[src/rtl/rv_decode_stage.sv]
// rv_decode_stage: registered RV32I(+M) decode stage with valid/ready handshake, stall and flush.
module rv_decode_stage #(
    parameter int XLEN     = 32,
    parameter bit ENABLE_M = 1'b0,
    parameter int CNT_W    = 32
) (
    input  logic             clk,
    input  logic             rst,
    input  logic             in_valid,
    output logic             in_ready,
    input  logic [31:0]      in_instr,
    input  logic [XLEN-1:0]  in_pc,
    input  logic             flush,
    output logic             out_valid,
    input  logic             out_ready,
    output logic [XLEN-1:0]  out_pc,
    output logic [4:0]       rs1,
    output logic [4:0]       rs2,
    output logic [4:0]       rd,
    output logic [XLEN-1:0]  imm,
    output logic             alu_src,
    output logic             alu_src_pc,
    output logic [4:0]       alu_cnt,
    output logic             reg_write,
    output logic             mem_to_reg,
    output logic             mem_read,
    output logic             mem_write,
    output logic [1:0]       mem_size,
    output logic             mem_unsigned,
    output logic             branch,
    output logic             jump,
    output logic             jalr,
    output logic             link,
    output logic [2:0]       br_funct3,
    output logic             illegal,
    output logic [CNT_W-1:0] dec_count
);
    localparam logic [4:0] AND = 5'b00000, OR = 5'b00001, ADD = 5'b00010, PASSB = 5'b00011,
                           SUB = 5'b00110, SLT = 5'b00111, SRA = 5'b01000, SLTU = 5'b01001,
                           XOR = 5'b01100, SLL = 5'b01101, SRL = 5'b01110;
    typedef struct packed {
        logic [XLEN-1:0] pc;
        logic [4:0]      rs1, rs2, rd;
        logic [XLEN-1:0] imm;
        logic            alu_src, alu_src_pc;
        logic [4:0]      alu_cnt;
        logic            reg_write, mem_to_reg, mem_read, mem_write;
        logic [1:0]      mem_size;
        logic            mem_unsigned, branch, jump, jalr, link;
        logic [2:0]      br_funct3;
        logic            illegal;
    } bundle_t;
    bundle_t d, q;
    logic v, ill, accept;
    logic [CNT_W-1:0] cnt;
    logic [6:0] op, f7;
    logic [2:0] f3;
    assign op = in_instr[6:0];
    assign f3 = in_instr[14:12];
    assign f7 = in_instr[31:25];
    // alt selects SUB for funct3=000 and SRA for funct3=101
    function automatic logic [4:0] alu_f3(input logic [2:0] fn, input logic alt);
        case (fn)
            3'b000:  return alt ? SUB : ADD;
            3'b001:  return SLL;
            3'b010:  return SLT;
            3'b011:  return SLTU;
            3'b100:  return XOR;
            3'b101:  return alt ? SRA : SRL;
            3'b110:  return OR;
            default: return AND;
        endcase
    endfunction
    always_comb begin
        d = '0;
        ill = 1'b0;
        d.pc = in_pc;
        d.rs1 = in_instr[19:15];
        d.rs2 = in_instr[24:20];
        d.alu_cnt = ADD;
        case (op)
            7'b0110011: begin
                d.reg_write = 1'b1;
                d.mem_to_reg = 1'b1;
                d.alu_cnt = (ENABLE_M && f7 == 7'b0000001) ? {2'b10, f3} : alu_f3(f3, f7 == 7'b0100000);
                ill = !(f7 == 7'b0000000 || (f7 == 7'b0100000 && (f3 == 3'b000 || f3 == 3'b101))
                        || (ENABLE_M && f7 == 7'b0000001));
            end
            7'b0010011: begin
                d.alu_src = 1'b1;
                d.reg_write = 1'b1;
                d.mem_to_reg = 1'b1;
                d.imm = XLEN'($signed(in_instr[31:20]));
                d.alu_cnt = alu_f3(f3, f3 == 3'b101 && f7 == 7'b0100000);
                ill = (f3 == 3'b001 && f7 != 7'b0000000) ||
                      (f3 == 3'b101 && f7 != 7'b0000000 && f7 != 7'b0100000);
            end
            7'b0000011: begin
                d.alu_src = 1'b1;
                d.mem_read = 1'b1;
                d.reg_write = 1'b1;
                d.mem_size = f3[1:0];
                d.mem_unsigned = f3[2];
                d.imm = XLEN'($signed(in_instr[31:20]));
                ill = f3[1:0] == 2'b11 || f3[2:1] == 2'b11;
            end
            7'b0100011: begin
                d.alu_src = 1'b1;
                d.mem_write = 1'b1;
                d.mem_size = f3[1:0];
                d.imm = XLEN'($signed({in_instr[31:25], in_instr[11:7]}));
                ill = f3 > 3'b010;
            end
            7'b1100011: begin
                d.branch = 1'b1;
                d.br_funct3 = f3;
                d.alu_cnt = f3[2] ? (f3[1] ? SLTU : SLT) : SUB;
                d.imm = XLEN'($signed({in_instr[31], in_instr[7], in_instr[30:25], in_instr[11:8], 1'b0}));
                ill = f3[2:1] == 2'b01;
            end
            7'b1101111: begin
                d.jump = 1'b1;
                d.link = 1'b1;
                d.alu_src_pc = 1'b1;
                d.alu_src = 1'b1;
                d.imm = XLEN'($signed({in_instr[31], in_instr[19:12], in_instr[20], in_instr[30:21], 1'b0}));
            end
            7'b1100111: begin
                d.jalr = 1'b1;
                d.link = 1'b1;
                d.alu_src = 1'b1;
                d.imm = XLEN'($signed(in_instr[31:20]));
                ill = f3 != 3'b000;
            end
            7'b0110111: begin
                d.alu_src = 1'b1;
                d.reg_write = 1'b1;
                d.alu_cnt = PASSB;
                d.imm = XLEN'($signed({in_instr[31:12], 12'b0}));
            end
            7'b0010111: begin
                d.alu_src_pc = 1'b1;
                d.alu_src = 1'b1;
                d.reg_write = 1'b1;
                d.imm = XLEN'($signed({in_instr[31:12], 12'b0}));
            end
            default: ill = 1'b1;
        endcase
        d.rd = d.reg_write ? in_instr[11:7] : 5'd0;
        if (ill) begin
            d = '0;
            d.pc = in_pc;
            d.illegal = 1'b1;
        end
    end
    assign in_ready = !v || out_ready;
    assign accept = in_valid && in_ready && !flush;
    // Cleared bundle on flush/drain keeps every enable low while out_valid=0
    always_ff @(posedge clk) begin
        if (rst) begin
            v <= 1'b0;
            q <= '0;
            cnt <= '0;
        end else begin
            if (v && out_ready && !flush) cnt <= cnt + 1'b1;
            if (flush) begin
                v <= 1'b0;
                q <= '0;
            end else if (accept) begin
                v <= 1'b1;
                q <= d;
            end else if (out_ready) begin
                v <= 1'b0;
                q <= '0;
            end
        end
    end
    assign out_valid = v;
    assign out_pc = q.pc;
    assign rs1 = q.rs1;
    assign rs2 = q.rs2;
    assign rd = q.rd;
    assign imm = q.imm;
    assign alu_src = q.alu_src;
    assign alu_src_pc = q.alu_src_pc;
    assign alu_cnt = q.alu_cnt;
    assign reg_write = q.reg_write;
    assign mem_to_reg = q.mem_to_reg;
    assign mem_read = q.mem_read;
    assign mem_write = q.mem_write;
    assign mem_size = q.mem_size;
    assign mem_unsigned = q.mem_unsigned;
    assign branch = q.branch;
    assign jump = q.jump;
    assign jalr = q.jalr;
    assign link = q.link;
    assign br_funct3 = q.br_funct3;
    assign illegal = q.illegal;
    assign dec_count = cnt;
endmodule

[config.mk]
export PLATFORM = sky130hd
export DESIGN_NAME = rv_decode_stage
export DESIGN_NICKNAME = d
export VERILOG_FILES = /design/src/rtl/rv_decode_stage.sv
export SDC_FILE = /design/constraint.sdc
export NUM_CORES = 1
export LEC_CHECK = 0
export BUFFER_PORTS_ARGS = -buffer_cell sky130_fd_sc_hd__buf_2
export CAP_MARGIN = 20
export CORE_MARGIN = 3
export CORE_UTILIZATION = 50
export DETAILED_ROUTE_END_ITERATION = 12
export PLACE_DENSITY = 0.81
export SLEW_MARGIN = 0
export SYNTH_ARGS = -nofsm -noshare
export SYNTH_HDL_FRONTEND = slang
export SYNTH_SLANG_ARGS = --single-unit
[constraint.sdc]
create_clock -name clk -period 5.8 [get_ports clk]
set_input_delay 0 -clock clk [delete_from_list [all_inputs] [get_ports clk]]
set_output_delay 0 -clock clk [all_outputs]
set_load 0.1 [all_outputs]
==> key figures <==
Status
  – Outcome: complete, no violations

STA
  – Final WS setup: 3110 ps
  – Unrepaired setup endpoints after global routing: false
  – Highest clock rate: 371 MHz
  – Final hold vios: 0
  – Hold WS: 82.4 ps
  – Setup Total Neg Slack: 0 ps
  – Final slew viol count: 0
  – Slew @ Worst Pin: 950 ps
  – Minimum clock period: 2690 ps
  – Max_slew headroom: 0.367
  – Final setup violation count: 0
  – Final period util: 0.464
  – Final Skew: 5.27 ps

Placed design
  – Routability congestion estimate from global placement: 0.820
  – Place WS: 2730 ps
  – Dpl hpwl: 10,900 um
  – Number of buffers added on ports: 202
  – Placed cell area: 0.00655 mm2

Clock tree
  – CTS clk-pin slew, worst paths: 50 ps
  – Max clock buf depth: 2
  – Root Buffer: clkbuf_8
  – H-tree depth: 4
  – Worst skew pair latency: 520 ps
  – Post-cts sizing count: 0
  – TritonCTS clock tree: built
  – Total CTS buffers: 17
  – Setup bufs post-CTS: 0
  – Clock sinks: 133

Finish
  – Area of the multi-input gates: 0.00262 mm2
  – Fillers: 709
  – Area delta synth->final: 42.2%
  – Post-layout util: 0.748
  – Sequential Area: 0.00266 mm2
  – Final Cell Area: 0.00790 mm2
  – Share of cells above drive strength 1: 0.271
  – Fin nets: 946

Synthesis
  – Register area share after synthesis: 0.479
  – Largest family of logic cells by synthesized area: simple AND/OR/NAND/NOR gates
  – Post-synth top area cell: dfxtp_1
  – Post-Syn Instances: 634
  – Mapped Avg Cell Area: 8.76 um2
  – Post-synth top flop: dfxtp_1
  – Simple logic cell fraction of the synthesized area: 0.216
  – Syn Std Cell Area: 0.00556 mm2
  – Adder-Cell Fraction of Synth Area: 0.00225
  – Syn Nets: 704
  – Asr flop ratio synth: 0
  – Post-synth top cells: dfxtp_1, nand2_1, a21oi_1
  – Yosys reg bits: 133
  – Multiplexer area fraction after synthesis: 0.00360
  – Synth Area in Compound Gates: 0.203
  – Post-synthesis xor/xnor area fraction: 0.0441
  – Synth area leaders: dfxtp_1, nand2_1, a21oi_1
  – Top-count cell post-synth: dfxtp_1
  – Post-synth cell types: 55
  – Yosys Warn Count: 0
  – Top cell type's share of synthesized area: 0.479
  – Number of flops mapped to enable cells by yosys: 0

Setup path
  – Worst setup startpoint: out_valid
  – CP max FO: 24
  – Crit Path Class: flop to flop
  – RR Startpoint: out_valid
  – CP Capture Type: flop
  – Worst Path Arrival: 3110 ps
  – Critical Path RT: 6220 ps
  – CP startpoint kind: flop

Drt
  – Detailed-route via count: 5,847
  – ANT nets after route: 0
  – Final wirelength: 17,300 um
  – Drt pass-1 iters: 5
  – DRT iter0 DRCs: 582
  – Wire per inst: 16.9 um
  – DR vias/cell: 5.69
  – Drt drc: 0

Die
  – Ports: 204
  – Initial core utilization: 0.526
  – Die width: 111 um
  – Core area: 0.0106 mm2
  – Row count: 37
  – Die H: 111 um
  – DIE AREA: 0.0124 mm2

Global routing
  – Initial antenna violation count: 1
  – GRT Total Usage: 0.272
  – Global-route wire length before repair: 27,900 um
  – Vias in the first global route: 5,715
  – GRT Residual Overflow: 0
  – Largest net degree at the start of global routing: 65

Power and ir drop
  – Pwr per Cell Area: 287 mW/mm2
  – Static Leak: 3.46 nW
  – VDD IR max: 0.000217 V

Hold path
  – Hold Crit Start: in_instr[0]
  – Min-delay worst type: input port to flop

Run
  – MaxCap Viol Count: 0
==> metal layers <==
metal,track usage,share of wire,vias to the layer above
met1,0.322,0.41,2766
met2,0.448,0.48,278
met5,0,0,-
met4,0.139,0.041,0
met3,0.0788,0.068,62
li1,-,-,2741
==> path summary, 6_finish.rpt <==
path,slack (ps),to,cells after the start
hold reg to reg,450,mem_unsigned,2
hold / removal,80,alu_src_pc,4
setup / recovery,3110,alu_cnt[2],6
setup reg to reg,3110,alu_cnt[2],6
==> metrics by stage <==
stage / power [W] / std cells
6_report: 0.00226 / 1027
3_3_place_gp: 0.00109 / 926
5_1_grt: 0.00233 / 1026
4_1_cts: 0.00227 / 1023
3_5_place_dp: 0.00109 / 926
2_1_floorplan: 0.00104 / 634
==> what timing repair did <==
item | in CTS | in global routing
hold endpoints to repair | 122 | 0
hold buffers | 65 | 0
setup endpoints to repair | 0 | 0
==> report_power, final <==
part           total, W  switching [W]  internal (W)
Clock           0.00115       0.000377      0.000772
Combinational  0.000193       0.000121     0.0000722
Sequential     0.000922     0.00000322      0.000919
Total           0.00226       0.000501       0.00176
==> cell type report <==
cell class / count / area share
Sequential cell: 133 / 0.337
Multi-Input combinational cell: 434 / 0.332
Timing Repair Buffer: 271 / 0.219
Clock buffer: 22 / 0.0586
Clock inverter: 10 / 0.0222
Tap cell: 136 / 0.0215
Inverter: 19 / 0.00903
Antenna cell: 2 / 0.000634
==> cells by family after synthesis <==
group | after synthesis
xor gates and xnor gates | 28
adders and majority gates | 1
DFF | 133
buffers and inverters | 67
muxes | 2
AOI/OAI and AO/OA | 168
and+or+nand+nor | 234
other | 1
==> layout by cell type, fill, tap and decap left out, types with 5 or more instances in the layout <==
cell type,count
nand2_1,77
or3_1,5
and3_1,5
nand3_1,11
clkbuf_16,16
bufinv_16,5
nor4_1,13
nor3_1,16
clkinv_2,5
a22o_1,24
inv_1,19
dlygate4sd3_1,65
o21ai_0,29
xnor2_1,24
nor2_1,42
a21o_1,12
nand4_1,8
buf_2,202
nand3b_1,34
a32o_1,17
dfxtp_1,133
o31ai_1,6
a21oi_1,57
a22oi_1,5
==> critical path: stages, from the launching register on <==
cell	delay, ps
dfxtp_1	330
nand2b_1	160
nand2_1	340
buf_16	290
a211oi_2	380
nand4_1	670
o31ai_1	420
Note: power is estimated with default switching activity, not from simulation.
